**src/rtl/shift_normalizer_pkg.sv**
```systemverilog
// Shared types and constants for the shift normalizer.
package shift_normalizer_pkg;

  typedef enum logic [1:0] {IDLE, RUN, DONE} norm_state_t;

  localparam logic MODE_LEFT  = 1'b0;
  localparam logic MODE_RIGHT = 1'b1;

endpackage

```
**src/rtl/shift_normalizer_norm_stage.sv**
```systemverilog
// One search stage: if the top 'width_in' bits are all zero, shift them out.
module norm_stage #(
  parameter  int D_SIZE = 8,
  localparam int W_SIZE = $clog2(D_SIZE) + 1
) (
  input  logic [D_SIZE-1:0] val_in,
  input  logic [W_SIZE-1:0] width_in,
  output logic [D_SIZE-1:0] val_out,
  output logic              hit_out
);

  logic [D_SIZE-1:0] w_mask;

  // Mask selects the top 'width_in' bits of the working value.
  assign w_mask  = ~({D_SIZE{1'b1}} >> width_in);
  assign hit_out = ~|(val_in & w_mask);
  assign val_out = hit_out ? (val_in << width_in) : val_in;

endmodule

```
**src/rtl/shift_normalizer.sv**
```systemverilog
// Iterative normalizer: binary search for the leading (left mode) or trailing
// (right mode) set bit, one stage per cycle, returning value and shift count.
// Right mode reuses the left-mode datapath by bit-reversing in and out.
module shift_normalizer
  import shift_normalizer_pkg::*;
#(
  parameter  int D_SIZE = 8,
  localparam int S_SIZE = $clog2(D_SIZE)
) (
  input  logic              clk_in,
  input  logic              rst_in,
  input  logic              valid_in,
  output logic              ready_out,
  input  logic [D_SIZE-1:0] x_in,
  input  logic              mode_in,
  output logic              valid_out,
  input  logic              ready_in,
  output logic [D_SIZE-1:0] y_out,
  output logic [S_SIZE-1:0] s_out,
  output logic              zf_out
);

  norm_state_t       r_state, w_state_nxt;
  logic [D_SIZE-1:0] r_work;
  logic [S_SIZE-1:0] r_k, r_cnt, w_cnt_nxt;
  logic              r_mode, r_zero;
  logic [D_SIZE-1:0] w_x_rev, w_stage_val, w_fin_rev;
  logic [S_SIZE:0]   w_width;
  logic              w_hit, w_accept;

  assign w_accept = (r_state == IDLE) && valid_in && ready_out;

  // Bit reversal of the operand on capture and of the final value on output.
  for (genvar i = 0; i < D_SIZE; i++) begin : g_rev
    assign w_x_rev[i]   = x_in[D_SIZE-1-i];
    assign w_fin_rev[i] = w_stage_val[D_SIZE-1-i];
  end

  // Stage width 2**k comes from the registered index, so one stage suffices.
  assign w_width   = {{S_SIZE{1'b0}}, 1'b1} << r_k;
  assign w_cnt_nxt = r_cnt | (w_hit ? (S_SIZE'(1) << r_k) : '0);

  norm_stage #(.D_SIZE(D_SIZE)) u_stage (
    .val_in   (r_work),
    .width_in (w_width),
    .val_out  (w_stage_val),
    .hit_out  (w_hit)
  );

  // State register.
  always_ff @(posedge clk_in) begin
    if (rst_in) r_state <= IDLE;
    else        r_state <= w_state_nxt;
  end

  // Next-state decode.
  always_comb begin
    w_state_nxt = r_state;
    case (r_state)
      IDLE:    if (w_accept) w_state_nxt = RUN;
      RUN:     if (r_k == '0) w_state_nxt = DONE;
      DONE:    if (ready_in) w_state_nxt = IDLE;
      default: w_state_nxt = IDLE;
    endcase
  end

  // Datapath and registered outputs; results load as the last stage resolves.
  always_ff @(posedge clk_in) begin
    if (rst_in) begin
      ready_out <= 1'b1;
      valid_out <= 1'b0;
      y_out     <= '0;
      s_out     <= '0;
      zf_out    <= 1'b0;
      r_work    <= '0;
      r_k       <= '0;
      r_cnt     <= '0;
      r_mode    <= MODE_LEFT;
      r_zero    <= 1'b0;
    end else begin
      case (r_state)
        IDLE: if (w_accept) begin
          r_work    <= (mode_in == MODE_RIGHT) ? w_x_rev : x_in;
          r_mode    <= mode_in;
          r_zero    <= (x_in == '0);
          r_cnt     <= '0;
          r_k       <= S_SIZE'(S_SIZE - 1);
          ready_out <= 1'b0;
        end
        RUN: begin
          r_work <= w_stage_val;
          r_cnt  <= w_cnt_nxt;
          r_k    <= r_k - 1'b1;
          if (r_k == '0) begin
            valid_out <= 1'b1;
            y_out     <= (r_mode == MODE_RIGHT) ? w_fin_rev : w_stage_val;
            s_out     <= w_cnt_nxt;
            zf_out    <= r_zero;
          end
        end
        DONE: if (ready_in) begin
          valid_out <= 1'b0;
          ready_out <= 1'b1;
        end
        default: ;
      endcase
    end
  end

endmodule
```
**config.mk**
```make
export PLATFORM = sky130hd
export DESIGN_NAME = shift_normalizer
export DESIGN_NICKNAME = d
export VERILOG_FILES = /design/src/rtl/shift_normalizer_pkg.sv /design/src/rtl/shift_normalizer_norm_stage.sv /design/src/rtl/shift_normalizer.sv
export SDC_FILE = /design/constraint.sdc
export NUM_CORES = 1
export LEC_CHECK = 0
export ABC_AREA = 1
export CAP_MARGIN = 20
export CELL_PAD_IN_SITES_DETAIL_PLACEMENT = 1
export CELL_PAD_IN_SITES_GLOBAL_PLACEMENT = 2
export CORE_MARGIN = 2
export CORE_UTILIZATION = 32
export CTS_CLUSTER_SIZE = 12
export DETAILED_ROUTE_END_ITERATION = 16
export PLACE_DENSITY_LB_ADDON = 0.1
export SYNTH_ARGS = -nofsm -noshare
export SYNTH_HDL_FRONTEND = slang
export SYNTH_SLANG_ARGS = --single-unit
```
**constraint.sdc**
```tcl
create_clock -name clk_in -period 2.9 [get_ports clk_in]
set_input_delay 0.58 -clock clk_in [delete_from_list [all_inputs] [get_ports clk_in]]
set_output_delay 0.58 -clock clk_in [all_outputs]
set_load 0.02 [all_outputs]
```
==> impl_summary.txt, run 1 <==
----------------------------------------------------
[Routing]
  Via-to-Cell Ratio ... 5.229
  Routed Antenna Nets ... 0
  DRC violations left ... 0
  Wire length per cell after detailed routing ... approximately 16 µm
  Detailed router's first-iteration violation count ... 75
  Total detailed-routing wirelength ... 6919 µm
  Total number of vias ... 2259
  DR pass1 iterations ... 4

[Die]
  Die extent in y ... about 85 µm
  Placeable core region ... between 0.006 and 0.007 mm²
  Standard-cell rows ... 29
  Initial core utilization ... between 30% and 40%
  Count of boundary I/O pins ... 27
  Die X ... 85.39 µm
  Die area ... around 0.0073 mm²

[Global routing]
  GRT Resource Usage Total ... 20.23%
  Largest net degree at the start of global routing ... 26
  Global-route wire length before repair ... 11550 µm
  Number of global-route vias before repair ... 2338
  Congestion Overflow GR ... 0
  Initial antenna violation count ... 0

[Synth]
  Main area contributors after synthesis ... dfxtp_1 30%, nand2_1 16%, nand3_1 13%, inv_1 5.1%, nor2_1 4.1%
  Fraction of registers with async set/reset ... 0%
  Net count after synthesis ... 348
  Share of the yosys chip area belonging to registers ... 30.22%
  Number of enable-type register cells in the synthesized netlist ... 0
  Warnings from Yosys ... 0
  Post-Syn Area ... 0.002120 mm²
  Leading register cell type out of synthesis ... dfxtp_1
  Number of distinct library cell variants in the gate-level netlist after synthesis ... 30
  Proportion of netlist area held by the largest area contributor ... 30.22%
  Cell taking the most area after synthesis ... dfxtp_1
  Most used standard cell by instance count after synthesis ... nand2_1
  Synth Instances ... 330
  Number of synthesized register bits ... 32
  Average cell area after synthesis ... 6.423 µm²
  Top cell types by occurrence after synthesis ... 90 x nand2_1, 56 x nand3_1, 32 x dfxtp_1, 29 x inv_1, 23 x nor2_1

[STA]
  Tmin final ... 2.237 ns
  Setup repair after global routing missed its margin ... no
  Worst clock skew on the final layout ... roughly 0.0043 ns
  Total negative setup slack ... 0 ns
  Slew Limit Headroom ... ~62%
  Peak clock frequency supported by timing ... 446.9 MHz
  Actual transition at the worst max-transition pin ... roughly 0.57 ns
  Setup violation total in the final timing report ... 0
  Number of slew-limit violations in the final report ... 0
  Portion of the clock cycle consumed by the worst path in the final layout ... 77.15%
  Final Hold Vio Count ... 0

[Pwr]
  Worst VDD drop ... 0.2810 mV
  Static leakage ... 1.154 nW
  Power per cell area ... 661.2 mW/mm²

[Cells and area]
  Layout cell share with drive strength beyond 1 ... 11.27%
  Layout overhead on the synthesized area ... 20.72%
  Number of inserted filler cells in the final layout ... 852
  Non-filler instance count after layout ... 432
  Register area ... 640.6 µm²
  Diode count ... 0
  Final instance area ... 0.002559 mm²
  Nets ... 372
  Footprint of the multi-input gates ... 0.001279 mm²

[Worst setup path]
  Cell type group with the largest total delay on the critical path ... simple AND/OR/NAND/NOR gates
  Critical path launch point type ... register
  Most frequent cell on the critical path ... nand2_1
  Crit path kind ... register to register
  Largest stage delay on the critical path ... 0.41 ns
  Depth of the critical timing path with buffers and inverters included ... 12
  Arrival @ worst endpoint ... about 2.4 ns
  Slowest library cell on the worst path ... dfxtp_1
  Crit-path max FO ... 10
  Required time of the critical path ... 3.07 ns
  Register-to-Register Path Depth ... 12
  Buffers plus inverters on the worst setup path ... 2
  Crit. End Element ... register
  CP Cell Sequence ... inv_1 > ha_1 > o21ai_2 > nand2_1 > nand2_1 > nand2_2 > inv_2 > nand3_4 > nand2_1 > nand2_1 > nand2_1 > a31oi_1

[Clocking]
  Total CTS buffers ... 5
  Clock slew at the register clock pins of the worst setup and hold paths ... 0.07 ns
  Post-cts repair resize count ... 0
  Clock Sink Count ... 32
  Clock root buffer ... clkbuf_8
  Setup Fix Bufs, Post-CTS ... 0
  Clock H-tree levels ... 2
  Maximum number of buffers from clock root to sink ... 2
  TritonCTS clock tree ... built
  Hold-fix buffers, CTS ... 0
  Clk_lat worst skew ... around 0.29 ns

[Run]
  Max cap viols ... 0

[Placed design]
  Total of buffers placed on input and output ports ... 26
  Total placed instance area ... about 0.0024 mm²
  Post-detail-place hpwl ... 5273 µm
  Final weighted congestion of routability-driven global placement ... 0.8508
  Number of placed instances, taps included ... about 420

[Run status]
  Result of the run ... finished, final reports clean

[Min path]
  Depth of the worst hold-timing path ... 2
  Worst Hold Class ... register to register

----------------------------------------------------
==> cells in the final DEF, fill, tap and decap left out, types with 10 or more instances in the layout <==
master           count
nand2_1             90
o21ai_0             10
dfxtp_1             32
clkdlybuf4s50_1     26
nand2_2             12
nor2_1              23
a21oi_1             16
inv_1               29
nand3_1             56
==> power breakdown <==
group	internal (W)	switching, W	total [W]
clock	0.000303	0.000177	0.000480
sequential	0.000489	0.0000619	0.000551
combinational	0.000229	0.000431	0.000661
total	0.00102	0.000670	0.00169
==> metal layers <==
metal,track usage (%),routed length (µm),up-vias
met1,27.22,3342,1071
met5,0,0,-
met3,3.307,234,9
met2,34.02,3254,44
met4,4.473,87,0
li1,-,-,1135
==> metrics by stage <==
step                      utilization, %  power, W  setup slack (ns)  hold WS (ns)
after floorplan                        -  0.001020             1.108        0.4301
after global placement             38.09  0.001216            0.5479        0.4511
after detailed placement           38.09  0.001221            0.5338        0.4536
after CTS                          40.07  0.001711            0.6741        0.4711
after global routing               40.07  0.001816            0.4578        0.4879
final                              40.07  0.001692            0.6625        0.4671
==> final timing paths <==
| kind | startpoint | end | slack, ns |
|---|---|---|---|
| setup / recovery | r_k[0]$_SDFFE_PP0P_ | r_work[6]$_SDFFE_PP0P_ | 0.66 |
| hold / removal | y_out[1]$_SDFFE_PP0P_ | y_out[1]$_SDFFE_PP0P_ | 0.47 |
| setup reg to reg | r_k[0]$_SDFFE_PP0P_ | r_work[6]$_SDFFE_PP0P_ | 0.66 |
| hold reg to reg | y_out[1]$_SDFFE_PP0P_ | y_out[1]$_SDFFE_PP0P_ | 0.47 |
==> final cells by class <==
class	count	area share [%]
multi-input combinational	251	49.98
sequential	32	25.04
timing repair buffer	29	11.05
inverter	35	5.232
clock buffer	7	3.765
tap	77	3.765
clock inverter	1	1.174
==> kinds of logic after synthesis <==
logic type,share of synthesized area (%)
simple gates,41.38
compound gates,15.58
buf+inv,9.445
flops,30.22
fa+ha+maj,2.952
xor+xnor,0.4133
==> registers in the layout (all words and copies together), names as in the netlist <==
name and cells:
r_mode 1, y_out 8, ready_out 1, zf_out 1, r_zero 1, r_work 8
s_out 3, r_k 3, valid_out 1, r_state 2, r_cnt 3
==> tightest hold or removal path, stage by stage, from the launching register on <==
cell and delay, ns:
dfxtp_1 0.31, nand2_1 0.06, a21oi_1 0.05
No activity file was read; power rests on OpenSTA's default activity.
==> inputs of run 2 (changes only) <==
--- a/config.mk
+++ b/config.mk
@@ -10,7 +10,7 @@
 export CELL_PAD_IN_SITES_DETAIL_PLACEMENT = 1
 export CELL_PAD_IN_SITES_GLOBAL_PLACEMENT = 2
 export CORE_MARGIN = 2
-export CORE_UTILIZATION = 32
+export CORE_UTILIZATION = 27
 export CTS_CLUSTER_SIZE = 12
 export DETAILED_ROUTE_END_ITERATION = 16
 export PLACE_DENSITY_LB_ADDON = 0.1
==> constraint.sdc (replaced) <==
create_clock -name clk_in -period 1.8 [get_ports clk_in]
set_input_delay 0.36 -clock clk_in [delete_from_list [all_inputs] [get_ports clk_in]]
set_output_delay 0.36 -clock clk_in [all_outputs]
set_load 0.02 [all_outputs]
==> impl_summary.txt, run 2 (synthesis gave the netlist of run 1 again) <==
----------------------------------------------------
[Run status]
  Result of the run ... complete, but fails checks
  Failing checks ... negative setup slack

[Global routing]
  Global-route wire length before repair ... 12660 µm (+9.6%)
  Number of global-route vias before repair ... 2517 (+7.7%)
  GR Util met1 ... 24.69% (-2.5 points)
  GRT Resource Usage Total ... 18.81% (-1.4 points)
  Met2 track demand over resource ... 32.48% (-1.5 points)
  Initial antenna violation count ... 0 (unchanged)
  Most congested layer reported by global routing ... met2
  Largest net degree at the start of global routing ... 26 (unchanged)
  Congestion Overflow GR ... 0 (unchanged)
  Routing usage on met3 ... 2.522% (-0.79 points)

[Routing]
  Via-to-Cell Ratio ... 4.802 (-8.2%)
  Total detailed-routing wirelength ... 7893 µm (+14%)
  Routed Antenna Nets ... 0 (unchanged)
  Wire length per cell after detailed routing ... 15.66 µm (-2.2%)
  Total number of vias ... 2420 (+7.1%)
  Detailed router's first-iteration violation count ... 78 (+4.0%)
  DR pass1 iterations ... 4 (unchanged)
  DRC violations left ... 0 (unchanged)

[Cells and area]
  Layout cell share with drive strength beyond 1 ... 38.06% (+27 points)
  Leading cell type in the layout, fill and taps excluded ... nand2_1
  Nets ... 420 (+13%)
  Layout overhead on the synthesized area ... 59.86%
  Commonest cells after routing, fill and taps aside ... 74 x nand2_1, 41 x buf_4, 32 x nand3_1, 30 x dfxtp_1, 26 x clkdlybuf4s50_1
  Registers with the most flip-flops ... r_work: 8 flops, y_out: 8 flops
  Non-filler instance count after layout ... 504 (+17%)
  Core occupancy in the finished layout ... 44.31% (+4.2 points)
  Diode count ... 0 (unchanged)

[Clocking]
  Clock root buffer ... clkbuf_8
  Clock Sink Count ... 32 (unchanged)
  Clock H-tree levels ... 2 (unchanged)
  Total CTS buffers ... 5 (unchanged)
  Hold-fix buffers, CTS ... 0 (unchanged)
  TritonCTS clock tree ... built
  Clock slew at the register clock pins of the worst setup and hold paths ... 0.07 ns (about the same)
  Clk_lat worst skew ... 0.28 ns (about the same)
  Maximum number of buffers from clock root to sink ... 2 (unchanged)

[Worst setup path]
  Required time of the critical path ... 2.02 ns (-1.05 ns)
  Crit. End Element ... register
  Crit path kind ... register to register
  Slowest library cell on the worst path ... dfxtp_4
  Buffers plus inverters on the worst setup path ... 3 (+1)
  Critical path launch point type ... register
  Register-to-register setup slack ... -0.05 ns (-0.72 ns)
  Largest stage delay on the critical path ... 0.36 ns (-0.05 ns)
  Arrival @ worst endpoint ... 2.07 ns (-0.33 ns)
  Crit-path max FO ... 5 (-5)
  Cell type group with the largest total delay on the critical path ... simple AND/OR/NAND/NOR gates
  CP Cell Sequence ... buf_6 > ha_4 > o21ai_4 > buf_6 > nor2_4 > nand2_2 > nand2_2 > nor2_4 > buf_12 > nand3_4 > nand3_2 > nand3_2 > a21oi_1

[Placed design]
  Total of buffers placed on input and output ports ... 26 (unchanged)
  Post-detail-place hpwl ... 5769 µm (+9.4%)
  Final weighted congestion of routability-driven global placement ... 0.8722 (+2.5%)
  Number of placed instances, taps included ... 481 (+13%)

[Pwr]
  Power per cell area ... 968.7 mW/mm² (+47%)
  Static leakage ... 1.506 nW (+30%)
  Worst VDD drop ... 0.2998 mV (+6.7%)
  Total power draw ... 0.003282 W (+94%)

[STA]
  Peak clock frequency supported by timing ... 539.7 MHz (+21%)
  Post-route worst hold slack ... 0.4556 ns (-0.01146 ns)
  Final critical-path setup slack ... -0.05301 ns (-0.7155 ns)
  Tmin final ... 1.853 ns (-0.3845 ns)
  Actual transition at the worst max-transition pin ... 0.3757 ns (-0.1977 ns)
  Setup repair after global routing missed its margin ... yes
  Slew Limit Headroom ... 74.80% (+13 points)
  Number of slew-limit violations in the final report ... 0 (unchanged)
  Worst clock skew on the final layout ... 0.009133 ns (+0.004833 ns)
  Total negative setup slack ... -0.3089 ns (-0.3089 ns)
  Portion of the clock cycle consumed by the worst path in the final layout ... 102.9% (+26 points)
  Setup violation total in the final timing report ... 14 (+14)
  Final Hold Vio Count ... 0 (unchanged)

[Die]
  Placeable core region ... 0.007647 mm² (+20%)
  Die X ... 92.60 µm (+8.4%)
  Die extent in y ... 92.60 µm (+8.4%)
  Standard-cell rows ... 32 (+10%)
  Initial core utilization ... 27.72% (-5.5 points)
  Die area ... 0.008575 mm² (+18%)
  Count of boundary I/O pins ... 27 (unchanged)

[Min path]
  Worst Hold Class ... register to register

[Run]
  Max cap viols ... 0 (unchanged)

----------------------------------------------------
run 2: path summary, 6_finish.rpt:
kind                            cells past startpoint                     to                start
worst max-delay path                               13  y_out[3]$_SDFFE_PP0P_  r_k[0]$_SDFFE_PP0P_
worst min-delay path                                2    zf_out$_SDFFE_PP0P_  r_zero$_SDFFE_PP0P_
worst max register to register                     13  y_out[3]$_SDFFE_PP0P_  r_k[0]$_SDFFE_PP0P_
worst min register to register                      2    zf_out$_SDFFE_PP0P_  r_zero$_SDFFE_PP0P_
run 2: through the flow:
step	instance area, µm²	worst slack, ns
2_1_floorplan	2120	0.007802
6_report	3388	-0.05301
3_5_place_dp	2704	-0.3622
4_1_cts	3037	-0.02145
3_3_place_gp	2704	-0.4123
5_1_grt	3388	-0.1383
run 2: metal layers:
metal,share of wire (%),up-vias
met2,49,35
met5,0,-
met4,1.3,0
li1,-,1234
met1,47,1142
met3,3.0,9
run 2: worst min-delay path, cell delays in order, from the launching register on:
cell and delay (ns):
dfxtp_1 0.30, inv_1 0.06, a21oi_1 0.06
run 2: power by group:
| group | switching [W] | internal, W | leakage, nW |
|---|---|---|---|
| clock network | 0.000271 | 0.000341 | 0.0503 |
| logic | 0.00101 | 0.000776 | 1.19 |
| registers | 0.0000938 | 0.000789 | 0.262 |
run 2: repair_timing:
item | 4_1_cts | 5_1_grt
pin swaps | 19 | 33
buffers inserted | 9 | 5
gates cloned | 1 | 1
gates resized for setup | 36 | 71
endpoints found under the setup margin | 25 | 24
run 2: final cells by class:
type | instances | area (µm²)
Timing Repair Buffer | 75 | 666.9
Timing Repair inverter | 1 | 7.507
Sequential cell | 32 | 645.6
Tap cell | 102 | 127.6
Fill cell | 935 | 4259
Multi-Input combinational cell | 252 | 1699
Clock buffer | 7 | 96.34
Inverter | 35 | 145.1
